$ cat src/rtl/uart_pkg.sv
// Shared types and helpers for the UART transmit path: FSM state encoding and
// the post-reset guard interval used by uart_tx_fifo.
package uart_pkg;

  typedef enum logic [1:0] {
    GUARD,
    IDLE,
    ISSUE,
    WAIT_DONE
  } uart_tx_fifo_state_t;

  localparam int unsigned GUARD_CNT_W = 32;

  // One full 10-bit frame plus margin, so a byte already inside uart_tx can drain.
  function automatic logic [GUARD_CNT_W-1:0] guard_count(input int unsigned ccs_per_bit);
    return GUARD_CNT_W'(10 * ccs_per_bit + 2);
  endfunction

endpackage

$ cat src/rtl/sync_fifo.sv
// Synchronous FIFO with extra-MSB pointers; combinational head read, write and
// pop may coincide even when full.
module sync_fifo #(
  parameter int DEPTH = 16,
  parameter int WIDTH = 8
) (
  input  logic                     clk_i,
  input  logic                     rst_i,
  input  logic                     wr_en_i,
  input  logic [WIDTH-1:0]         wr_data_i,
  input  logic                     rd_en_i,
  output logic [WIDTH-1:0]         rd_data_o,
  output logic                     full_o,
  output logic [$clog2(DEPTH):0]   count_o
);
  localparam int AW = $clog2(DEPTH);

  logic [WIDTH-1:0] mem_q [DEPTH];
  logic [AW:0]      wr_ptr_q, wr_ptr_d;
  logic [AW:0]      rd_ptr_q, rd_ptr_d;
  logic             empty;
  logic             wr_ok;
  logic             rd_ok;

  assign empty  = (wr_ptr_q == rd_ptr_q);
  assign full_o = (wr_ptr_q[AW] != rd_ptr_q[AW]) && (wr_ptr_q[AW-1:0] == rd_ptr_q[AW-1:0]);
  // A pop in the same cycle frees the slot the write lands in.
  assign wr_ok  = wr_en_i && (!full_o || rd_en_i);
  assign rd_ok  = rd_en_i && !empty;

  assign rd_data_o = mem_q[rd_ptr_q[AW-1:0]];
  assign count_o   = wr_ptr_q - rd_ptr_q;

  always_comb begin
    wr_ptr_d = wr_ptr_q;
    rd_ptr_d = rd_ptr_q;
    if (wr_ok) wr_ptr_d = wr_ptr_q + 1'b1;
    if (rd_ok) rd_ptr_d = rd_ptr_q + 1'b1;
  end

  always_ff @(posedge clk_i) begin
    if (rst_i) begin
      wr_ptr_q <= '0;
      rd_ptr_q <= '0;
    end else begin
      wr_ptr_q <= wr_ptr_d;
      rd_ptr_q <= rd_ptr_d;
    end
  end

  always_ff @(posedge clk_i) begin
    if (wr_ok) mem_q[wr_ptr_q[AW-1:0]] <= wr_data_i;
  end

endmodule

$ cat src/rtl/uart_tx_fifo.sv
// Byte FIFO in front of uart_tx: issues one start pulse per byte, waits for the
// done rising edge. Define UART_TX_FIFO_LEVEL_EN to expose the level_o port.
module uart_tx_fifo
  import uart_pkg::*;
#(
  parameter int CCS_PER_BIT = 217,
  parameter int DEPTH       = 16
) (
  input  logic                   clk_i,
  input  logic                   rst_i,
  input  logic [7:0]             wr_byte_i,
  input  logic                   wr_valid_i,
  output logic                   wr_ready_o,
  output logic [7:0]             tx_byte_o,
  output logic                   tx_valid_o,
  input  logic                   tx_done_i,
  output logic                   busy_o
`ifdef UART_TX_FIFO_LEVEL_EN
  ,
  output logic [$clog2(DEPTH):0] level_o
`endif
);
  localparam logic [GUARD_CNT_W-1:0] GUARD_INIT = guard_count(CCS_PER_BIT);

  uart_tx_fifo_state_t      state_q, state_d;
  logic [GUARD_CNT_W-1:0]   cnt_q, cnt_d;
  logic [7:0]               tx_byte_q, tx_byte_d;
  logic                     done_prev_q, done_prev_d;
  logic                     done_rise;
  logic                     pop;
  logic                     push;
  logic                     fifo_full;
  logic                     fifo_empty;
  logic [7:0]               fifo_head;
  logic [$clog2(DEPTH):0]   fifo_count;

  sync_fifo #(
    .DEPTH (DEPTH),
    .WIDTH (8)
  ) u_fifo (
    .clk_i     (clk_i),
    .rst_i     (rst_i),
    .wr_en_i   (push),
    .wr_data_i (wr_byte_i),
    .rd_en_i   (pop),
    .rd_data_o (fifo_head),
    .full_o    (fifo_full),
    .count_o   (fifo_count)
  );

  assign fifo_empty = (fifo_count == '0);
  assign done_rise  = tx_done_i && !done_prev_q;
  assign push       = wr_valid_i && wr_ready_o;
  assign tx_byte_o  = tx_byte_q;

`ifdef UART_TX_FIFO_LEVEL_EN
  assign level_o = fifo_count;
`endif

  always_ff @(posedge clk_i) begin
    if (rst_i) begin
      state_q     <= GUARD;
      cnt_q       <= GUARD_INIT;
      tx_byte_q   <= 8'h00;
      done_prev_q <= 1'b0;
    end else begin
      state_q     <= state_d;
      cnt_q       <= cnt_d;
      tx_byte_q   <= tx_byte_d;
      done_prev_q <= done_prev_d;
    end
  end

  always_comb begin
    state_d     = state_q;
    cnt_d       = cnt_q;
    done_prev_d = tx_done_i;
    case (state_q)
      GUARD: begin
        if (cnt_q == '0) state_d = IDLE;
        else             cnt_d   = cnt_q - 1'b1;
      end
      IDLE:      if (!fifo_empty) state_d = ISSUE;
      ISSUE:     state_d = WAIT_DONE;
      WAIT_DONE: if (done_rise) state_d = IDLE;
      default:   state_d = GUARD;
    endcase
  end

  // Ready also opens on a full FIFO whenever the head is popped this cycle.
  always_comb begin
    pop        = (state_q == IDLE) && !fifo_empty;
    tx_byte_d  = pop ? fifo_head : tx_byte_q;
    tx_valid_o = (state_q == ISSUE) && !rst_i;
    wr_ready_o = !rst_i && (!fifo_full || pop);
    busy_o     = !fifo_empty || (state_q != IDLE);
  end

endmodule

$ cat config.mk
export PLATFORM = sky130hd
export DESIGN_NAME = uart_tx_fifo
export DESIGN_NICKNAME = d
export VERILOG_FILES = /design/src/rtl/uart_pkg.sv /design/src/rtl/sync_fifo.sv /design/src/rtl/uart_tx_fifo.sv
export SDC_FILE = /design/constraint.sdc
export NUM_CORES = 1
export LEC_CHECK = 0
export CAP_MARGIN = 25
export CORE_UTILIZATION = 60
export DETAILED_ROUTE_END_ITERATION = 10
export GPL_TIMING_DRIVEN = 0
export MAX_ROUTING_LAYER = met4
export PLACE_DENSITY_LB_ADDON = 0.2
export SYNTH_ARGS = -nofsm -noshare
export SYNTH_HDL_FRONTEND = slang
export SYNTH_SLANG_ARGS = --single-unit
$ cat constraint.sdc
create_clock -name clk_i -period 8.5 [get_ports clk_i]
set_input_delay 2.125 -clock clk_i [delete_from_list [all_inputs] [get_ports clk_i]]
set_output_delay 2.125 -clock clk_i [all_outputs]
set_load 0.05 [all_outputs]
* Word-level counts from Yosys, hierarchy flattened
Memory sizes are Yosys's and may differ from the RTL's. A register that Yosys moved wholly into a read port is not among the register bits. Cells that the tools add are included.
Operators by class: shift-type cells 0, equality and inequality tests 10, div/mod/pow operators 0, add/sub/neg operators 4, bitwise logic cells 1, multiplexer cells 6, reductions and logical operators 20, $lt $le $gt $ge 0, $mul 0
Operators by type and width (count):
- 32-bit zero test | 1
- 32-bit by 1-bit subtractor with 32-bit output (second input constant) | 1
- 5-bit by 1-bit adder with 5-bit output (second input constant) | 2
- 1-bit logical AND | 8
- 2-bit case mux with 4 select lines | 1
- 2-bit 2-to-1 mux | 3
- 2-bit != test (second input constant) | 3
- 5-bit equality test | 1
- 1-bit zero test | 5
- 5-bit zero test | 1
- 5-bit subtractor | 1
- 2-bit equality test (second input constant) | 2
- 4-bit equality test | 1
- 3-bit AND reduction | 1
- 2-bit by 1-bit equality test with 1-bit output (second input constant) | 1
- 2-bit zero test | 1
- 1-bit logical OR | 2
- 1-bit 2-to-1 mux | 2
- 2-bit by 1-bit != test with 1-bit output (second input constant) | 1
- 2-bit AND reduction | 1
- 1-bit != test | 1
- 1-bit NOT | 1
Storage, ports and cells: output and inout bits 11, word-level logic and storage cells 47, flip-flop bits (word level) 45, memory bits (read-only) 0, bits of input ports 12, bits in writable memories 128, bits in latches 0, memories 1
Memory list:
- u_fifo.mem_q | depth 16, bits a word 8, read ports 1, clocked after memory_dff 1, write ports 1, RTL line sync_fifo.sv:18 | logic [WIDTH-1:0] mem_q [DEPTH];

* Depth between registers and ports, before layout
Gate-level depths: netlist (run 1).
word-level depth 10, gate-level depth with buffers 12, gate-level depth less buffers 8

* Cells and area by module
From an unflattened synthesis (run 1), not the netlist that was laid out.
Unflattened totals: cells, all modules 551, area, all modules 8008.9 sq um
By module, submodules not included:
- sync_fifo | area an instance 5664.2 sq um, cells an instance 297, times used 1
- uart_tx_fifo | area an instance 2344.7 sq um, cells an instance 254, times used 1

* Worst setup path before layout (run 1)
Ideal clock, no wire load.
path type input-to-output, from in rst_i, to out wr_ready_o, arrival time 3.483 ns, cell stages on the path 4, required time 6.375 ns, slack 2.892 ns, cell sequence clkbuf_1 buf_1 clkbuf_1 a21oi_1
On the way: longest elaborated chain between the ends 2
RTL lines:
- start, declared | RTL line uart_tx_fifo.sv:10 | input logic rst_i,
- 1-bit zero test | RTL line uart_tx_fifo.sv:95 | wr_ready_o = !rst_i && (!fifo_full || pop);
- 1-bit logical AND | RTL line uart_tx_fifo.sv:95
- end, declared | RTL line uart_tx_fifo.sv:13 | output logic wr_ready_o,
No other way between the ends.

* Final worst setup path (run 1)
from reg u_fifo.rd_ptr_q[1], to out wr_ready_o
On the way: longest elaborated chain between the ends 6, elaborated cells between the ends (all ways) 9
RTL lines:
- start, declared | RTL line sync_fifo.sv:20 | logic [AW:0] rd_ptr_q, rd_ptr_d;
- start signal, assigned | RTL line sync_fifo.sv:47 | rd_ptr_q <= rd_ptr_d;
- 5-bit subtractor | RTL line sync_fifo.sv:32 | assign count_o = wr_ptr_q - rd_ptr_q;
- 5-bit zero test | RTL line uart_tx_fifo.sv:51 | assign fifo_empty = (fifo_count == '0);
- 1-bit zero test | RTL line uart_tx_fifo.sv:92 | pop = (state_q == IDLE) && !fifo_empty;
- 1-bit logical AND | RTL line uart_tx_fifo.sv:92
- 1-bit logical OR (*) | RTL line uart_tx_fifo.sv:95
- 1-bit logical AND (*) | RTL line uart_tx_fifo.sv:95
Mark *: on every way between the ends. The rest lies on a longest branch, timed or not.

==> impl_metrics.json, run 1 <==
{
  "drive_above_1_share": 0.195,
  "crit_chain": "clkbuf_1 -> clkbuf_1 -> inv_1 -> ha_1 -> and3b_1 -> or3_1 -> a211oi_2 -> o22a_1 -> buf_4 -> buf_4 -> a21oi_1 -> clkdlybuf4s50_1",
  "nets_final": 609,
  "yosys.area.top_type_share": 0.498,
  "power.share.sequential": 0.526,
  "vias_per_cell": 6.13,
  "detail_route.first_pass.iterations": 5,
  "arrival_ns": 4.74,
  "die_y_um": 115,
  "post-route-cell-area_um2": 8790,
  "tritoncts_num_sinks": 181,
  "crit_path_max_incr_delay_ns": 0.73,
  "first_global_vias": 4557,
  "internal_power_mw": 1.41,
  "totalNegativeSetupSlack_ns": 0,
  "layout_cells_excl_fill": 767,
  "largest_net_degree_at_the_start_of_global_routing": 17,
  "std_cell_rows": 41,
  "routed-via-count": 4699,
  "total_setup_violations_reported_at_the_end_of_the_flow": 0,
  "tritoncts": "built",
  "fp.dieW_um": 115,
  "timing.final.crit_period_ns": 6.87,
  "grt_antenna_before_repair": 0,
  "cts.reportedPaths.clkPinSlew_ns": 0.06,
  "insertion_delay_ns": 0.43,
  "core_area_um2": 12600,
  "globalRouteTotalUtil": 0.272,
  "place.detailed.hpwl_mm": 11.0,
  "nFillCells": 839,
  "timing.final.crit_share": 0.808,
  "timing.max_cap.violations": 0,
  "postCtsResizedCells": 0,
  "share_comb_of_total_power": 0.089,
  "post_synth_inst_count": 530,
  "initial_cell_density_of_the_core": 0.614,
  "crit_path_top_delay_cell": "sky130_fd_sc_hd__clkdlybuf4s50_1",
  "synth_async_sr_flop_share": 0,
  "antenna_cells_inserted": 0,
  "final.setup_skew_ns": 0.0121,
  "crit_path_max_fanout": 10,
  "postSynth.topFlopCell": "sky130_fd_sc_hd__edfxtp_1",
  "grt.overflow.total": 0,
  "leakage_dissipation_nw": 2.90,
  "synth-seq-cells": 181,
  "cell_area_after_technology_mapping_um2": 7710,
  "post_detailed_route_wirelength_per_cell_um": 20.7,
  "synth_commonest_cells": "sky130_fd_sc_hd__edfxtp_1, sky130_fd_sc_hd__dfxtp_1, sky130_fd_sc_hd__mux4_2",
  "rsz0062_at_grt": "false",
  "cts_hold_buffers": 0,
  "mean_syn_cell_area_um2": 14.6,
  "synthToLayoutAreaGrowth_pct": 14.0,
  "timing_max_transition_violations_final": 0,
  "synth.yosys.warnings": 0,
  "result_of_the_run": "completed",
  "clock_power_share": 0.385,
  "synth.most_common_cell": "sky130_fd_sc_hd__edfxtp_1",
  "library_cell_occupying_the_most_area_in_the_post_synthesis_netlist": "sky130_fd_sc_hd__edfxtp_1",
  "grt_first_pass_wirelength_mm": 24.9,
  "cp.required_ns": 6.38,
  "worstMarginPinSlew_ns": 0.951,
  "detailed_place.area_um2": 8260,
  "fp.dieArea_um2": 13300,
  "detail_route.iter0.violations": 464,
  "switching_part_of_the_total": 0.244,
  "cts_root_buf": "sky130_fd_sc_hd__clkbuf_16",
  "yosysSeqAreaShare": 0.636,
  "synthTopCellsByArea": "sky130_fd_sc_hd__edfxtp_1, sky130_fd_sc_hd__dfxtp_1, sky130_fd_sc_hd__mux4_2",
  "cts_buffer_depth": 2,
  "path_buf_inv": 6,
  "syn-num-nets": 557,
  "gpl.final_weighted_congestion": 0.848,
  "synth-edff-count": 128,
  "crit_path_end_kind": "output pin",
  "htreeDepth": 4,
  "boundaryPins": 23,
  "post_synth_num_cell_types": 59,
  "placedCellCount": 735,
  "detail-route-antenna-nets": 0,
  "cts_made_buffers": 17,
  "power.density_nw_per_um2": 212,
  "path_class": "reg2out",
  "critical_path.startpoint_type": "register",
  "max_freq_ghz": 0.146,
  "report.final.hold_viol_count": 0,
  "irDropWorstVdd_mv": 0.179,
  "numPortBuffers": 21,
  "relSlewSlack": 0.363,
  "worst_hold_path_type": "reg2reg",
  "drc": 0,
  "worst_path_dominant_cell_family": "buffers and inverters",
  "postCtsSetupBuffers": 0,
  "finalWirelength_mm": 15.9,
  "p_switching_uw": 453
}
==> metal layers <==
layer	wire, um	global-route usage	vias up
li1	-	-	2158
met1	6670	0.349	2344
met2	7710	0.409	156
met3	992	0.0643	41
met4	523	0.133	0
met5	0	-	-
==> state kept, by name, summed over array words and instances, names as in the netlist <==
signal and flops:
u_fifo.wr_ptr_q 5, cnt_q 32, u_fifo.mem_q 128, tx_byte_o 8, u_fifo.rd_ptr_q 5, state_q 2, done_prev_q 1
==> stage by stage <==
stage / hold slack, ns / utilization / power (mW) / setup slack [ns]
final: 0.466 / 0.700 / 1.86 / 1.63
after global routing: 0.483 / 0.700 / 1.92 / 1.44
after CTS: 0.467 / 0.700 / 1.87 / 1.68
after detailed placement: 0.458 / 0.657 / 1.16 / 2.06
after global placement: 0.453 / 0.648 / 1.15 / 2.03
after floorplan: 0.452 / - / 1.11 / 2.89
==> power by group through the flow <==
stage	combinational (mW)	sequential (mW)	clock, mW
detailed placement	0.164	0.997	0
CTS	0.166	0.978	0.726
floorplan	0.104	1.00	0
global route	0.181	0.980	0.761
global placement	0.157	0.996	0
finish	0.165	0.978	0.717
==> worst paths after layout <==
kind | from | end | slack [ns] | cells past startpoint
worst max-delay path | u_fifo.rd_ptr_q[1] | wr_ready_o | 1.63 | 12
worst min-delay path | tx_byte_o[6] | tx_byte_o[6] | 0.47 | 2
worst max register to register | u_fifo.rd_ptr_q[1] | u_fifo.mem_q[4][1] | 4.11 | 11
worst min register to register | tx_byte_o[6] | tx_byte_o[6] | 0.47 | 2
==> layout make-up <==
type	instances	area, um^2	share of cell area
Buffer	23	104	0.0118
Sequential cell	181	4900	0.558
Inverter	15	56.3	0.00640
Multi-Input combinational cell	311	2700	0.307
Timing Repair Buffer	33	283	0.0322
Clock buffer	20	437	0.0497
Tap cell	172	215	0.0245
Clock inverter	12	97.6	0.0111
==> cell families (layout without fill, tap and decap cells) <==
kind of cell / count (synthesis) / in the layout / share of synthesized area
DFF: 181 / 181 / 0.636
adders and majority gates: 15 / 15 / 0.0243
and+or+nand+nor: 169 / 169 / 0.119
AOI/OAI and AO/OA: 56 / 56 / 0.0465
muxes: 45 / 45 / 0.124
xor gates and xnor gates: 26 / 26 / 0.0295
buffers and inverters: 38 / 103 / 0.0208
==> layout by cell type (no fill, tap or decap), types with 5 or more instances in the layout <==
master,netlist,routed
sky130_fd_sc_hd__edfxtp_1,128,128
sky130_fd_sc_hd__dfxtp_1,53,53
sky130_fd_sc_hd__mux4_2,40,40
sky130_fd_sc_hd__nor2_1,39,39
sky130_fd_sc_hd__nand2_1,38,38
sky130_fd_sc_hd__a21oi_1,24,24
sky130_fd_sc_hd__clkdlybuf4s50_1,0,21
sky130_fd_sc_hd__xnor2_1,20,20
sky130_fd_sc_hd__clkbuf_16,0,17
sky130_fd_sc_hd__clkbuf_1,12,15
sky130_fd_sc_hd__ha_1,15,15
sky130_fd_sc_hd__inv_1,14,14
sky130_fd_sc_hd__nor3_1,18,14
sky130_fd_sc_hd__buf_2,5,12
sky130_fd_sc_hd__nor4_1,16,12
sky130_fd_sc_hd__or3_1,11,11
sky130_fd_sc_hd__o21ai_0,8,8
sky130_fd_sc_hd__buf_4,3,8
sky130_fd_sc_hd__nand4_1,7,7
sky130_fd_sc_hd__nor3_2,3,7
sky130_fd_sc_hd__nor4_2,3,7
sky130_fd_sc_hd__nor2b_1,6,6
sky130_fd_sc_hd__xor2_1,6,6
sky130_fd_sc_hd__nand3_1,5,5
sky130_fd_sc_hd__or4_1,5,5
==> tightest hold or removal path: stages (launching register included) <==
cell and delay, ns:
sky130_fd_sc_hd__dfxtp_1 0.32, sky130_fd_sc_hd__nand2_1 0.05, sky130_fd_sc_hd__a21oi_1 0.05
No activity file was read; power rests on OpenSTA's default activity.
==> run 2, diff against run 1 <==
Settings changed: CORE_UTILIZATION 60 to 55.
Clock period 8.5 ns to 6.25 ns, I/O delays scaled along.
==> impl_metrics.json, run 2 (synthesis gave the netlist of run 1 again) <==
{
  "drive_above_1_share": 0.196,
  "cp.required_ns": 4.69,
  "crit_path_end_kind": "output pin",
  "globalRouteTotalUtil": 0.249,
  "total_setup_violations_reported_at_the_end_of_the_flow": 0,
  "worst_path_dominant_cell_family": "buffers and inverters",
  "grt_most_used_layer": "met2",
  "cts_hold_buffers": 0,
  "largest_net_degree_at_the_start_of_global_routing": 17,
  "irDropWorstVdd_mv": 0.214,
  "core_area_um2": 13500,
  "cts.reportedPaths.clkPinSlew_ns": 0.07,
  "gr-usage-met2": 0.417,
  "vias_per_cell": 5.95,
  "worstRegToRegCells": 12,
  "critical_path.startpoint_type": "register",
  "path_class": "reg2out",
  "final_setup_margin_ns": 0.411,
  "detailed_place.area_um2": 8270,
  "grt_antenna_before_repair": 0,
  "first_global_vias": 4647,
  "initial_cell_density_of_the_core": 0.573,
  "post-route-cell-area_um2": 8840,
  "power.density_nw_per_um2": 294,
  "detail_route.iter0.violations": 375,
  "worstMarginPinSlew_ns": 0.725,
  "cts_buffer_depth": 2,
  "reg2reg_to": "u_fifo.mem_q[15][0]",
  "r2r_start": "u_fifo.rd_ptr_q[1]",
  "routed-via-count": 4603,
  "worst_hold_path_type": "reg2reg",
  "postCtsResizedCells": 0,
  "hold-path-endpoint": "tx_byte_o[3]",
  "critical-path-top-cell-by-count": "sky130_fd_sc_hd__buf_4",
  "number_of_stages_on_the_worst_hold_path": 2,
  "synthToLayoutAreaGrowth_pct": 14.6,
  "rsz0062_at_grt": "false",
  "dpl_worst_slack_ns": 0.601,
  "fp.dieArea_um2": 14500,
  "tritoncts": "built",
  "drc": 0,
  "nFillCells": 976,
  "cts_made_buffers": 17,
  "totalNegativeSetupSlack_ns": 0,
  "path_buf_inv": 6,
  "timing.max_cap.violations": 0,
  "timing_max_transition_violations_final": 0,
  "post_detailed_route_wirelength_per_cell_um": 20.2,
  "cts_root_buf": "sky130_fd_sc_hd__clkbuf_16",
  "antenna_cells_inserted": 0,
  "met1_usage": 0.300,
  "std_cell_rows": 42,
  "fp.dieW_um": 120,
  "met3_global_route_usage": 0.0533,
  "max_freq_ghz": 0.171,
  "arrival_ns": 4.28,
  "mostFrequentLayoutCells": "sky130_fd_sc_hd__edfxtp_1, sky130_fd_sc_hd__dfxtp_1, sky130_fd_sc_hd__mux4_2",
  "detail_route.first_pass.iterations": 5,
  "grt.overflow.total": 0,
  "grt_first_pass_wirelength_mm": 25.2,
  "placedCellCount": 743,
  "crit_chain": "clkbuf_1 -> clkbuf_2 -> inv_1 -> ha_1 -> and3b_1 -> or3_1 -> a211oi_2 -> o22a_1 -> buf_4 -> buf_4 -> a21oi_1 -> clkdlybuf4s50_1",
  "postCtsSetupBuffers": 0,
  "numPortBuffers": 21,
  "report.final.hold_viol_count": 0,
  "gpl.final_weighted_congestion": 0.830,
  "nets_final": 613,
  "tritoncts_num_sinks": 181,
  "boundaryPins": 23,
  "timing.final.crit_period_ns": 5.84,
  "finalWirelength_mm": 15.6,
  "leakage_dissipation_nw": 2.94,
  "largest_reg_flops": 128,
  "layout_cells_excl_fill": 774,
  "crit_path_max_fanout": 10,
  "timing.final.crit_share": 0.934,
  "detail-route-antenna-nets": 0,
  "relSlewSlack": 0.513,
  "reg2reg_setup_slack_ns": 2.13,
  "hold_path_startpoint": "tx_byte_o[3]",
  "place.detailed.hpwl_mm": 11.1,
  "fin_total_pwr_mw": 2.60,
  "crit_path_max_incr_delay_ns": 0.72,
  "layout.cells.most_common": "sky130_fd_sc_hd__edfxtp_1",
  "htreeDepth": 4,
  "final.setup_skew_ns": 0.00885,
  "insertion_delay_ns": 0.43,
  "crit_path_top_delay_cell": "sky130_fd_sc_hd__clkdlybuf4s50_1",
  "die_y_um": 120,
  "result_of_the_run": "completed"
}
-- run 2: changes by cell type in the layout (fill, tap and decap cells not counted), moves of 3 or more --
cell                       previous run  this run
sky130_fd_sc_hd__nor3_2               7         3
sky130_fd_sc_hd__clkinv_4             3         0
sky130_fd_sc_hd__buf_2               12        15
sky130_fd_sc_hd__clkbuf_1            15        11
sky130_fd_sc_hd__nor3_1              14        18
sky130_fd_sc_hd__inv_6                2         5
-- run 2: layout make-up --
cell class              instances  area, um^2  area share
inverters                      15        56.3     0.00637
clock inverters                14         148      0.0167
multi-input cells             311        2680       0.303
plain buffers                  23         105      0.0119
clock buffers                  17         425      0.0481
flip-flops and latches        181        4900       0.555
repair buffers                 37         305      0.0345
well taps                     176         220      0.0249
-- run 2: metal layers --
| layer | share of wire | vias up |
|---|---|---|
| met5 | 0 | - |
| met4 | 0.013 | 0 |
| met3 | 0.046 | 13 |
| met2 | 0.52 | 125 |
| met1 | 0.42 | 2312 |
| li1 | - | 2153 |
-- run 2: worst reg2reg max path: cells and delay by family, from the launching register on --
family,cells,cell delay [ns]
adder cells (fa/ha/maj),1,0.34
flip-flops,1,0.35
buffers and inverters,5,1.47
AND/OR/NAND/NOR,2,0.76
AO/OA/AOI/OAI,4,0.89
-- run 2: worst max-delay path by stage --
stage	slack, ns	startpoint	endpoint	depth (start not counted)
finish	0.41	u_fifo.rd_ptr_q[1]	wr_ready_o	12
global route	0.12	u_fifo.rd_ptr_q[1]	wr_ready_o	12
CTS	0.13	u_fifo.rd_ptr_q[1]	wr_ready_o	12
detailed placement	0.60	u_fifo.rd_ptr_q[1]	wr_ready_o	12
global placement	0.74	u_fifo.rd_ptr_q[1]	wr_ready_o	12
floorplan	1.60	u_fifo.rd_ptr_q[1]	wr_ready_o	11
-- run 2: metrics by stage --
step / hold WS (ns) / utilization
floorplan: 0.452 / -
global placement: 0.441 / 0.605
global route: 0.490 / 0.657
CTS: 0.462 / 0.657
finish: 0.461 / 0.657
detailed placement: 0.453 / 0.614
-- run 2: where the power goes --
group,switching [mW],internal (mW)
Clock,0.455,0.591
Sequential,0.0215,1.31
Combinational,0.139,0.0879
Total,0.615,1.99
